`src/rtl/reg_write_arbiter_pkg.sv`:
```
`default_nettype none
// ============================================================================
// Module   : reg_write_arbiter_pkg
// Purpose  : Shared defaults and FSM state encoding for the register write
//            arbiter and its round-robin picker.
// Revision : 1.0 - initial release
// ============================================================================
package reg_write_arbiter_pkg;

    // Default geometry of the write path
    localparam int c_WIDTH_DEF = 16;
    localparam int c_NREQ_DEF  = 3;
    localparam int c_NREG_DEF  = 4;

    // Each requester addresses its target register with a 2-bit index
    localparam int c_ADDR_W    = 2;

    // Two-state write FSM
    localparam int                  c_STATE_W = 1;
    localparam logic [c_STATE_W-1:0] c_S_IDLE  = 1'b0;
    localparam logic [c_STATE_W-1:0] c_S_WRITE = 1'b1;

    // Index width that stays at least one bit for a single requester
    function automatic int idx_width(input int n);
        return (n > 1) ? $clog2(n) : 1;
    endfunction

endpackage
`default_nettype wire

```
`src/rtl/reg_write_arbiter_rr_pick.sv`:
```
`default_nettype none
// ============================================================================
// Module   : rr_pick
// Purpose  : Combinational round-robin choice. The scan starts one past the
//            previous winner and wraps, so the previous winner has the lowest
//            priority this round.
// Revision : 1.0 - initial release
// ============================================================================
module rr_pick
    import reg_write_arbiter_pkg::*;
#(
    parameter int NREQ = c_NREQ_DEF,
    parameter int IDXW = idx_width(c_NREQ_DEF)
) (
    input  logic [NREQ-1:0] i_req,
    input  logic [IDXW-1:0] i_last_winner,
    output logic            o_valid,
    output logic [IDXW-1:0] o_winner
);

    int w_dist;
    int w_best;

    // Winner is the requesting index with the smallest distance after last_winner
    always_comb begin
        o_valid  = 1'b0;
        o_winner = '0;
        w_dist   = 0;
        w_best   = NREQ;
        for (int k = 0; k < NREQ; k++) begin
            w_dist = (k - int'(i_last_winner) - 1 + 2 * NREQ) % NREQ;
            if (i_req[k] && (w_dist < w_best)) begin
                w_best   = w_dist;
                o_valid  = 1'b1;
                o_winner = IDXW'(k);
            end
        end
    end

endmodule
`default_nettype wire

```
`src/rtl/reg_write_arbiter.sv`:
```
`default_nettype none
// ============================================================================
// Module   : reg_write_arbiter
// Purpose  : Round-robin arbiter that lets several requesters write a bank of
//            external load-enabled registers over one shared data bus. A write
//            takes an arbitration edge plus one WRITE cycle; all outputs are
//            registered.
// Revision : 1.0 - initial release
// ============================================================================
module reg_write_arbiter
    import reg_write_arbiter_pkg::*;
#(
    parameter int WIDTH = c_WIDTH_DEF,
    parameter int NREQ  = c_NREQ_DEF,
    parameter int NREG  = c_NREG_DEF
) (
    input  logic                   CLK,
    input  logic                   RST,
    input  logic [NREQ-1:0]        req,
    input  logic [NREQ*2-1:0]      addr,
    input  logic [NREQ*WIDTH-1:0]  wdata,
    output logic [NREQ-1:0]        gnt,
    output logic [NREG-1:0]        reg_load,
    output logic [WIDTH-1:0]       reg_in,
    output logic                   busy,
    output logic [7:0]             wr_count
);

    localparam int IDXW = idx_width(NREQ);

    logic [c_STATE_W-1:0] r_state;
    logic [c_STATE_W-1:0] w_state_nxt;
    logic [IDXW-1:0]      r_last;
    logic                 w_valid;
    logic [IDXW-1:0]      w_winner;
    logic                 w_arb;
    logic [c_ADDR_W-1:0]  w_addr_sel;
    logic [WIDTH-1:0]     w_data_sel;
    logic [NREQ-1:0]      w_gnt_nxt;
    logic [NREG-1:0]      w_load_nxt;
    logic [WIDTH-1:0]     w_reg_in_nxt;
    logic                 w_busy_nxt;
    logic [NREQ-1:0]      r_gnt;
    logic [NREG-1:0]      r_load;
    logic [WIDTH-1:0]     r_reg_in;
    logic                 r_busy;
    logic [7:0]           r_count;

    rr_pick #(
        .NREQ (NREQ),
        .IDXW (IDXW)
    ) u_rr_pick (
        .i_req         (req),
        .i_last_winner (r_last),
        .o_valid       (w_valid),
        .o_winner      (w_winner)
    );

    // Arbitration only happens from IDLE; WRITE always lasts a single cycle
    assign w_arb = (r_state == c_S_IDLE) && w_valid;

    // State register
    always_ff @(posedge CLK or posedge RST) begin
        if (RST) begin
            r_state <= c_S_IDLE;
        end else begin
            r_state <= w_state_nxt;
        end
    end

    // Next-state logic
    always_comb begin
        w_state_nxt = c_S_IDLE;
        if (r_state == c_S_IDLE) begin
            w_state_nxt = w_valid ? c_S_WRITE : c_S_IDLE;
        end
    end

    // Select the winning requester's address and data
    always_comb begin
        w_addr_sel = '0;
        w_data_sel = '0;
        for (int k = 0; k < NREQ; k++) begin
            if (int'(w_winner) == k) begin
                w_addr_sel = addr[c_ADDR_W*k +: c_ADDR_W];
                w_data_sel = wdata[WIDTH*k +: WIDTH];
            end
        end
    end

    // Output decode: values to be registered for the coming WRITE cycle
    always_comb begin
        w_gnt_nxt    = '0;
        w_load_nxt   = '0;
        w_reg_in_nxt = '0;
        w_busy_nxt   = 1'b0;
        if (w_arb) begin
            for (int k = 0; k < NREQ; k++) begin
                if (int'(w_winner) == k) begin
                    w_gnt_nxt[k] = 1'b1;
                end
            end
            // Indices beyond the register bank load nothing
            for (int k = 0; k < NREG; k++) begin
                if (int'(w_addr_sel) == k) begin
                    w_load_nxt[k] = 1'b1;
                end
            end
            w_reg_in_nxt = w_data_sel;
            w_busy_nxt   = 1'b1;
        end
    end

    // Output registers, write counter and round-robin pointer
    always_ff @(posedge CLK or posedge RST) begin
        if (RST) begin
            r_gnt    <= '0;
            r_load   <= '0;
            r_reg_in <= '0;
            r_busy   <= 1'b0;
            r_count  <= '0;
            r_last   <= IDXW'(NREQ - 1);
        end else begin
            r_gnt    <= w_gnt_nxt;
            r_load   <= w_load_nxt;
            r_reg_in <= w_reg_in_nxt;
            r_busy   <= w_busy_nxt;
            if (r_state == c_S_WRITE) begin
                r_count <= r_count + 8'd1;
            end
            if (w_arb) begin
                r_last <= w_winner;
            end
        end
    end

    assign gnt      = r_gnt;
    assign reg_load = r_load;
    assign reg_in   = r_reg_in;
    assign busy     = r_busy;
    assign wr_count = r_count;

endmodule
`default_nettype wire

```
`config.mk`:
```
export PLATFORM = sky130hd
export DESIGN_NAME = reg_write_arbiter
export DESIGN_NICKNAME = d
export VERILOG_FILES = /design/src/rtl/reg_write_arbiter_pkg.sv /design/src/rtl/reg_write_arbiter_rr_pick.sv /design/src/rtl/reg_write_arbiter.sv
export SDC_FILE = /design/constraint.sdc
export NUM_CORES = 1
export LEC_CHECK = 0
export CORE_MARGIN = 5
export CORE_UTILIZATION = 57
export CTS_CLUSTER_DIAMETER = 60
export DETAILED_ROUTE_END_ITERATION = 8
export PLACE_DENSITY_LB_ADDON = 0.1
export SLEW_MARGIN = 20
export SYNTH_ARGS = -nofsm -noshare
export SYNTH_HDL_FRONTEND = slang
export SYNTH_SLANG_ARGS = --single-unit
```
`constraint.sdc`:
```
create_clock -name CLK -period 15.6 [get_ports CLK]
set_clock_uncertainty 0.05 [all_clocks]
set_input_delay 3.12 -clock CLK [delete_from_list [all_inputs] [get_ports CLK]]
set_output_delay 3.12 -clock CLK [all_outputs]
set_load 0.01 [all_outputs]
```
# Yosys cells after proc, flatten, opt, wreduce, memory -nomap -nowiden
# Index checks and enable logic that the tools add are counted.
[classes]
n_addsub = 10
div_mod_pow = 3
magnitude_cmp = 3
eq_ne = 5
n_mux = 26
bitwise_logic = 1
n_reduce_logical = 6
[op_table]
columns = ["operator", "count"]
rows = [
  ["32-bit by 4-bit adder with 32-bit output, second input constant", 3],
  ["32-bit by 3-bit remainder unit with 32-bit output, second input constant", 3],
  ["32-bit by 2-bit subtractor with 32-bit output, second input constant", 3],
  ["32-bit < comparator", 2],
  ["16-bit 2-to-1 mux", 4],
  ["32-bit 2-to-1 mux", 2],
  ["32-bit by 3-bit < comparator with 1-bit output, second input constant", 1],
  ["1-bit 2-to-1 mux", 14],
  ["8-bit by 1-bit adder with 8-bit output, second input constant", 1],
  ["2-bit equality test, second input constant", 4],
  ["2-bit 2-to-1 mux", 4],
  ["1-bit by 2-bit subtractor with 3-bit output, first input constant", 2],
  ["1-bit logical AND", 4],
  ["2-bit zero test", 2],
  ["4-bit 2-to-1 mux", 1],
  ["3-bit 2-to-1 mux", 1],
  ["2-bit by 2-bit subtractor with 3-bit output, first input constant", 1],
  ["2-bit by 1-bit equality test with 1-bit output, second input constant", 1],
  ["1-bit inverter", 1],
]
[totals]
register_bits = 35
out_inout_bits = 32
word_cells = 61

# Logic depth before layout (Yosys ltp)
[depth]
ltp_word = 20
depth_mapped = 71
ltp_nobuf = 64

# Modules after synthesis
# From an unflattened synthesis, not the netlist that was laid out.
[unflattened]
cells_unflattened = 712
hier_area_um2 = 5586.6
[modules_own_cells]
columns = ["mod", "n_inst", "cells_per_inst", "area_each_um2", "seq_area_each_um2"]
rows = [
  ["rr_pick", 1, 564, 4035.1, 0.0],
  ["reg_write_arbiter", 1, 148, 1551.5, 852.1],
]

# Worst setup path before layout
# OpenSTA, ideal clock, no wires.
[synth_path]
path_kind = "reg-to-reg"
startpoint = "register r_last[0]"
endpoint = "register r_load[1] (netlist: reg_load[1])"
setup_ns = 0.080
arrival_time_ns = 12.358
required_time_ns = 15.470
setup_slack_ns = 3.113
path_stages_with_launch = 69
n_path_buf = 7
path_cell_list = "dfrtp_1 buf_2 inv_1 ha_1 ha_1 and3b_1 buf_6 fa_1 buf_2 or3b_1 o311a_1 nand3_2 nand3_2 o311ai_1 a221oi_1 a22o_1 nand2_1 mux2i_1 (+33 left out) a21oi_1 nor2b_1 o21ai_0 nand2b_1 a21oi_1 nor2b_1 o21ai_0 nand2b_1 a21oi_1 nor2_1 a211oi_1 o41ai_1 and3b_1 nor3_1 inv_1 a2111o_1 buf_6 o22ai_2"
[synth_between]
elab_chain_cells = 20
[synth_rtl]
columns = ["element", "line", "source"]
rows = [
  ["start, declared", "reg_write_arbiter.sv:33", "logic [IDXW-1:0] r_last;"],
  ["start signal, assigned", "reg_write_arbiter.sv:122", "r_last <= IDXW'(NREQ - 1);"],
  ["start signal, assigned", "reg_write_arbiter.sv:132", "r_last <= w_winner;"],
  ["1-bit by 2-bit subtractor with 3-bit output", "reg_write_arbiter_rr_pick.sv:31", "w_dist = (k - int'(i_last_winner) - 1 + 2 * NREQ) % NREQ;"],
  ["32-bit by 2-bit subtractor with 32-bit output", "reg_write_arbiter_rr_pick.sv:31", ""],
  ["32-bit by 4-bit adder with 32-bit output", "reg_write_arbiter_rr_pick.sv:31", ""],
  ["32-bit by 3-bit remainder unit with 32-bit output", "reg_write_arbiter_rr_pick.sv:31", ""],
  ["32-bit by 3-bit < comparator with 1-bit output", "reg_write_arbiter_rr_pick.sv:32", "if (i_req[k] && (w_dist < w_best)) begin"],
  ["1-bit logical AND", "reg_write_arbiter_rr_pick.sv:32", ""],
  ["32-bit 2-to-1 mux", "reg_write_arbiter_rr_pick.sv:32", ""],
  ["32-bit < comparator", "reg_write_arbiter_rr_pick.sv:32", ""],
  ["(+3 left out)", "--", ""],
  ["1-bit logical AND", "reg_write_arbiter_rr_pick.sv:32", ""],
  ["2-bit 2-to-1 mux", "reg_write_arbiter_rr_pick.sv:32", ""],
  ["2-bit zero test", "reg_write_arbiter.sv:84", "if (int'(w_winner) == k) begin"],
  ["2-bit 2-to-1 mux (3 in a row)", "reg_write_arbiter.sv:84", ""],
  ["2-bit equality test", "reg_write_arbiter.sv:105", "if (int'(w_addr_sel) == k) begin"],
  ["1-bit 2-to-1 mux", "reg_write_arbiter.sv:105", ""],
  ["4-bit 2-to-1 mux *", "reg_write_arbiter.sv:97", "if (w_arb) begin"],
  ["net w_load_nxt[1]", "reg_write_arbiter.sv:40", "logic [NREG-1:0] w_load_nxt;"],
  ["end signal, assigned", "reg_write_arbiter.sv:125", "r_load <= w_load_nxt;"],
  ["end, declared", "reg_write_arbiter.sv:44", "logic [NREG-1:0] r_load;"],
]
# Mark *: on every way through the listed nets, which the timed path passes. The rest lies on a longest branch.
# A chain may end at the register's enable or synchronous reset.

# Final worst setup path
[layout_path]
startpoint = "register r_last[0]"
endpoint = "register r_reg_in[4] (netlist: reg_in[4])"
[layout_between]
elab_chain_cells = 18
[layout_rtl]
columns = ["element", "line", "source"]
rows = [
  ["1-bit by 2-bit subtractor with 3-bit output", "reg_write_arbiter_rr_pick.sv:31", ""],
  ["32-bit by 2-bit subtractor with 32-bit output", "reg_write_arbiter_rr_pick.sv:31", ""],
  ["32-bit by 4-bit adder with 32-bit output", "reg_write_arbiter_rr_pick.sv:31", ""],
  ["32-bit by 3-bit remainder unit with 32-bit output", "reg_write_arbiter_rr_pick.sv:31", ""],
  ["32-bit by 3-bit < comparator with 1-bit output", "reg_write_arbiter_rr_pick.sv:32", ""],
  ["1-bit logical AND", "reg_write_arbiter_rr_pick.sv:32", ""],
  ["32-bit 2-to-1 mux", "reg_write_arbiter_rr_pick.sv:32", ""],
  ["32-bit < comparator", "reg_write_arbiter_rr_pick.sv:32", ""],
  ["1-bit logical AND", "reg_write_arbiter_rr_pick.sv:32", ""],
  ["32-bit 2-to-1 mux", "reg_write_arbiter_rr_pick.sv:32", ""],
  ["32-bit < comparator", "reg_write_arbiter_rr_pick.sv:32", ""],
  ["1-bit logical AND", "reg_write_arbiter_rr_pick.sv:32", ""],
  ["2-bit 2-to-1 mux", "reg_write_arbiter_rr_pick.sv:32", ""],
  ["2-bit zero test", "reg_write_arbiter.sv:84", ""],
  ["16-bit 2-to-1 mux (3 in a row)", "reg_write_arbiter.sv:84", ""],
  ["16-bit 2-to-1 mux *", "reg_write_arbiter.sv:97", ""],
  ["net w_reg_in_nxt[4]", "reg_write_arbiter.sv:41", "logic [WIDTH-1:0] w_reg_in_nxt;"],
  ["end signal, assigned", "reg_write_arbiter.sv:126", "r_reg_in <= w_reg_in_nxt;"],
  ["end, declared", "reg_write_arbiter.sv:45", "logic [WIDTH-1:0] r_reg_in;"],
]
# Marks and branches as above.

==> impl_metrics.py <==
metrics = {
    "cells_and_area": {
        "fin_nets": 1040,
        "antennaDiodeCount": 0,
        "area_delta_synth_final_pct": 17.7,
        "drive_gt1_share_pct": 6.38,
    },
    "synth": {
        "synth_top_cells_by_area": "ha_1 17%, dfrtp_1 13%, nand2_1 4.1%",
        "yosysUniqueCellTypes": 93,
        "yosysMostFrequentCell": "ha_1",
        "synth_edf_count": 0,
        "syn_inst": 825,
        "synth_common_cells": "87 x ha_1, 71 x nand2_1, 54 x nor2_1, 39 x inv_1, 37 x a21oi_1",
        "synth_ff_type": "dfrtp_1",
        "yosys_warnings": 0,
        "yosysSeqAreaShare_pct": 13.2,
        "async_flop_share_pct": 100,
        "synth_area_um2": 6460,
        "ys_ff_latch": 34,
        "synth_top_area_share_pct": 16.9,
        "yosysTopAreaCell": "ha_1",
        "avgSynthCellArea_um2": 7.83,
    },
    "drt": {
        "routed_wl_um": 17800,
        "ant_nets": 0,
        "drc": 0,
        "detail_route.wl_per_cell_um": 17.2,
        "viasPerCell": 6.39,
        "drtIter0Drc": 864,
        "vias": 6606,
        "drt_first_pass_iters": 6,
    },
    "global_routing": {
        "grt_pass1_wl_um": 29800,
        "grt_antenna_before_repair": 0,
        "track_usage_pct": 26.1,
        "grt_pass1_vias": 6348,
        "use_met1_pct": 35.3,
        "grt_max_degree": 55,
        "top_usage_layer": "met2",
        "met3_usage_pct": 2.38,
        "grt_use_met2_pct": 45.6,
        "grt_overflow": 0,
    },
    "die": {
        "dieArea_um2": 13600,
        "start_util_pct": 58.8,
        "pin_count": 91,
        "die_width_um": 116,
        "coreArea_um2": 11000,
        "fp-row-count": 38,
        "fp.dieH_um": 116,
    },
    "clock_tree": {
        "path_clk_slew_ns": 0.06,
        "clkSinkCount": 34,
        "clockBufferDepth": 2,
        "cts_root_buf": "clkbuf_16",
        "cts_made_buffers": 5,
        "postCtsHoldBufs": 0,
        "clock_latency_ns": 0.27,
        "cts_tree": "built",
        "htreeDepth": 2,
    },
    "sta": {
        "finalSetupTns_ns": 0,
        "rsz0062_at_grt": "false",
        "fin_crit_sh_pct": 93.1,
        "setup_violations": 0,
        "hold_viol": 0,
        "period_minus_slack_ns": 14.52,
        "tightestPinTransition_ns": 0.911,
        "clock.fmax_mhz": 68.9,
        "max_slew_margin_pct": 39.1,
        "slew_violations": 0,
    },
    "placed_design": {
        "place_hpwl_um": 13700,
        "place_congestion": 0.942,
        "io_buffers": 90,
    },
    "setup_path": {
        "r2r_slack_ns": 1.08,
        "cp.arrival_ns": 14.64,
        "path_max_fanout": 29,
        "worstRegToRegCells": 63,
        "endpoint_kind": "flop",
        "path_class": "flop to flop",
        "required_ns": 15.71,
        "max_stage_delay_ns": 0.59,
        "cp_slowest_cell": "a2111o_2",
        "crit_path_start_kind": "flop",
    },
    "hold_path": {
        "hold_depth": 1,
        "min_path_type": "flop to flop",
    },
    "run": {
        "maxCapViolCount": 0,
    },
    "outcome": {
        "run_status": "completed",
    },
}
[logic make-up (layout without fill, tap and decap cells)]
group | count (synthesis) | in the layout | synth area share [%]
buffers and inverters | 91 | 149 | 6.29
AOI/OAI and AO/OA | 257 | 257 | 30.5
DFF | 34 | 34 | 13.2
adders and majority gates | 88 | 88 | 17.2
muxes | 32 | 32 | 5.07
xor gates and xnor gates | 27 | 27 | 3.66
other | 2 | 13 | 0.116
and+or+nand+nor | 294 | 294 | 24.0
[stage by stage]
step | setup WS, ns | std cells | utilization (%) | cell area [µm²] | hold WS, ns
after floorplan | 3.11 | 836 | - | 6500 | 0.428
after global placement | 1.18 | 1026 | 67.6 | 7420 | 0.409
after detailed placement | 0.611 | 1026 | 67.6 | 7420 | 0.420
after CTS | 0.547 | 1034 | 69.1 | 7590 | 0.432
after global routing | 0.0528 | 1034 | 69.3 | 7610 | 0.464
final | 1.08 | 1034 | 69.3 | 7610 | 0.427
[critical path, delay by kind of cell (launching register included)]
family	cells	cell delay (ns)
compound gates	31	7.25
xor+xnor	1	0.18
fa+ha+maj	7	2.32
buf+inv	7	1.16
flops	1	0.57
mux	1	0.40
simple gates	16	2.43
[flip-flops by register name, summed over array words and instances, names as in the netlist]
name      flops
reg_in       16
r_last        2
reg_load      4
wr_count      8
r_state       1
gnt           3
[final cells by class]
class | count | area (µm²)
Fill cell | 896 | 3380
Clock buffer | 7 | 143
Timing Repair Buffer | 101 | 987
Multi-Input combinational cell | 711 | 5270
Inverter | 40 | 150
Clock inverter | 1 | 30.0
Sequential cell | 34 | 853
Tap cell | 140 | 175
[layer usage]
| layer | vias to the layer above | wire length (µm) |
|---|---|---|
| met1 | 3146 | 7720 |
| met2 | 234 | 8890 |
| met3 | 24 | 961 |
| li1 | 3202 | - |
| met5 | - | 0 |
| met4 | 0 | 249 |
[placed cells by master (no fill, tap or decap), types with 8 or more instances in the layout]
cell,instances
ha_1,86
a21oi_1,37
nor2b_1,16
mux2i_1,25
o211ai_1,12
nand4_1,17
nor3_1,35
o32ai_1,21
o21a_1,33
nand3b_1,8
and2_1,10
buf_4,10
clkdlybuf4s50_1,90
nor2_1,54
a211o_1,15
inv_1,39
a21o_1,24
o21ai_0,31
nand2_1,70
conb_1,13
a211oi_1,8
nand3_1,20
dfrtp_1,32
xnor2_1,22
o21ai_1,8
nand2b_1,33
[timing repair]
item | CTS | global route
setup buffers | 0 | 0
setup endpoints to repair | 0 | 26
resized for setup | 0 | 5
[final timing paths]
| path | from | end |
|---|---|---|
| worst max-delay path | r_last[0] | reg_in[4] |
| worst min-delay path | wr_count[7] | wr_count[7] |
| worst max register to register | r_last[0] | reg_in[4] |
| worst min register to register | wr_count[7] | wr_count[7] |
| max in group asynchronous | RST | r_last[1] |
| min in group asynchronous | RST | reg_in[12] |
Power is not shown: default switching activity piles up to over one toggle a cycle in this logic, so the estimate is an artifact.
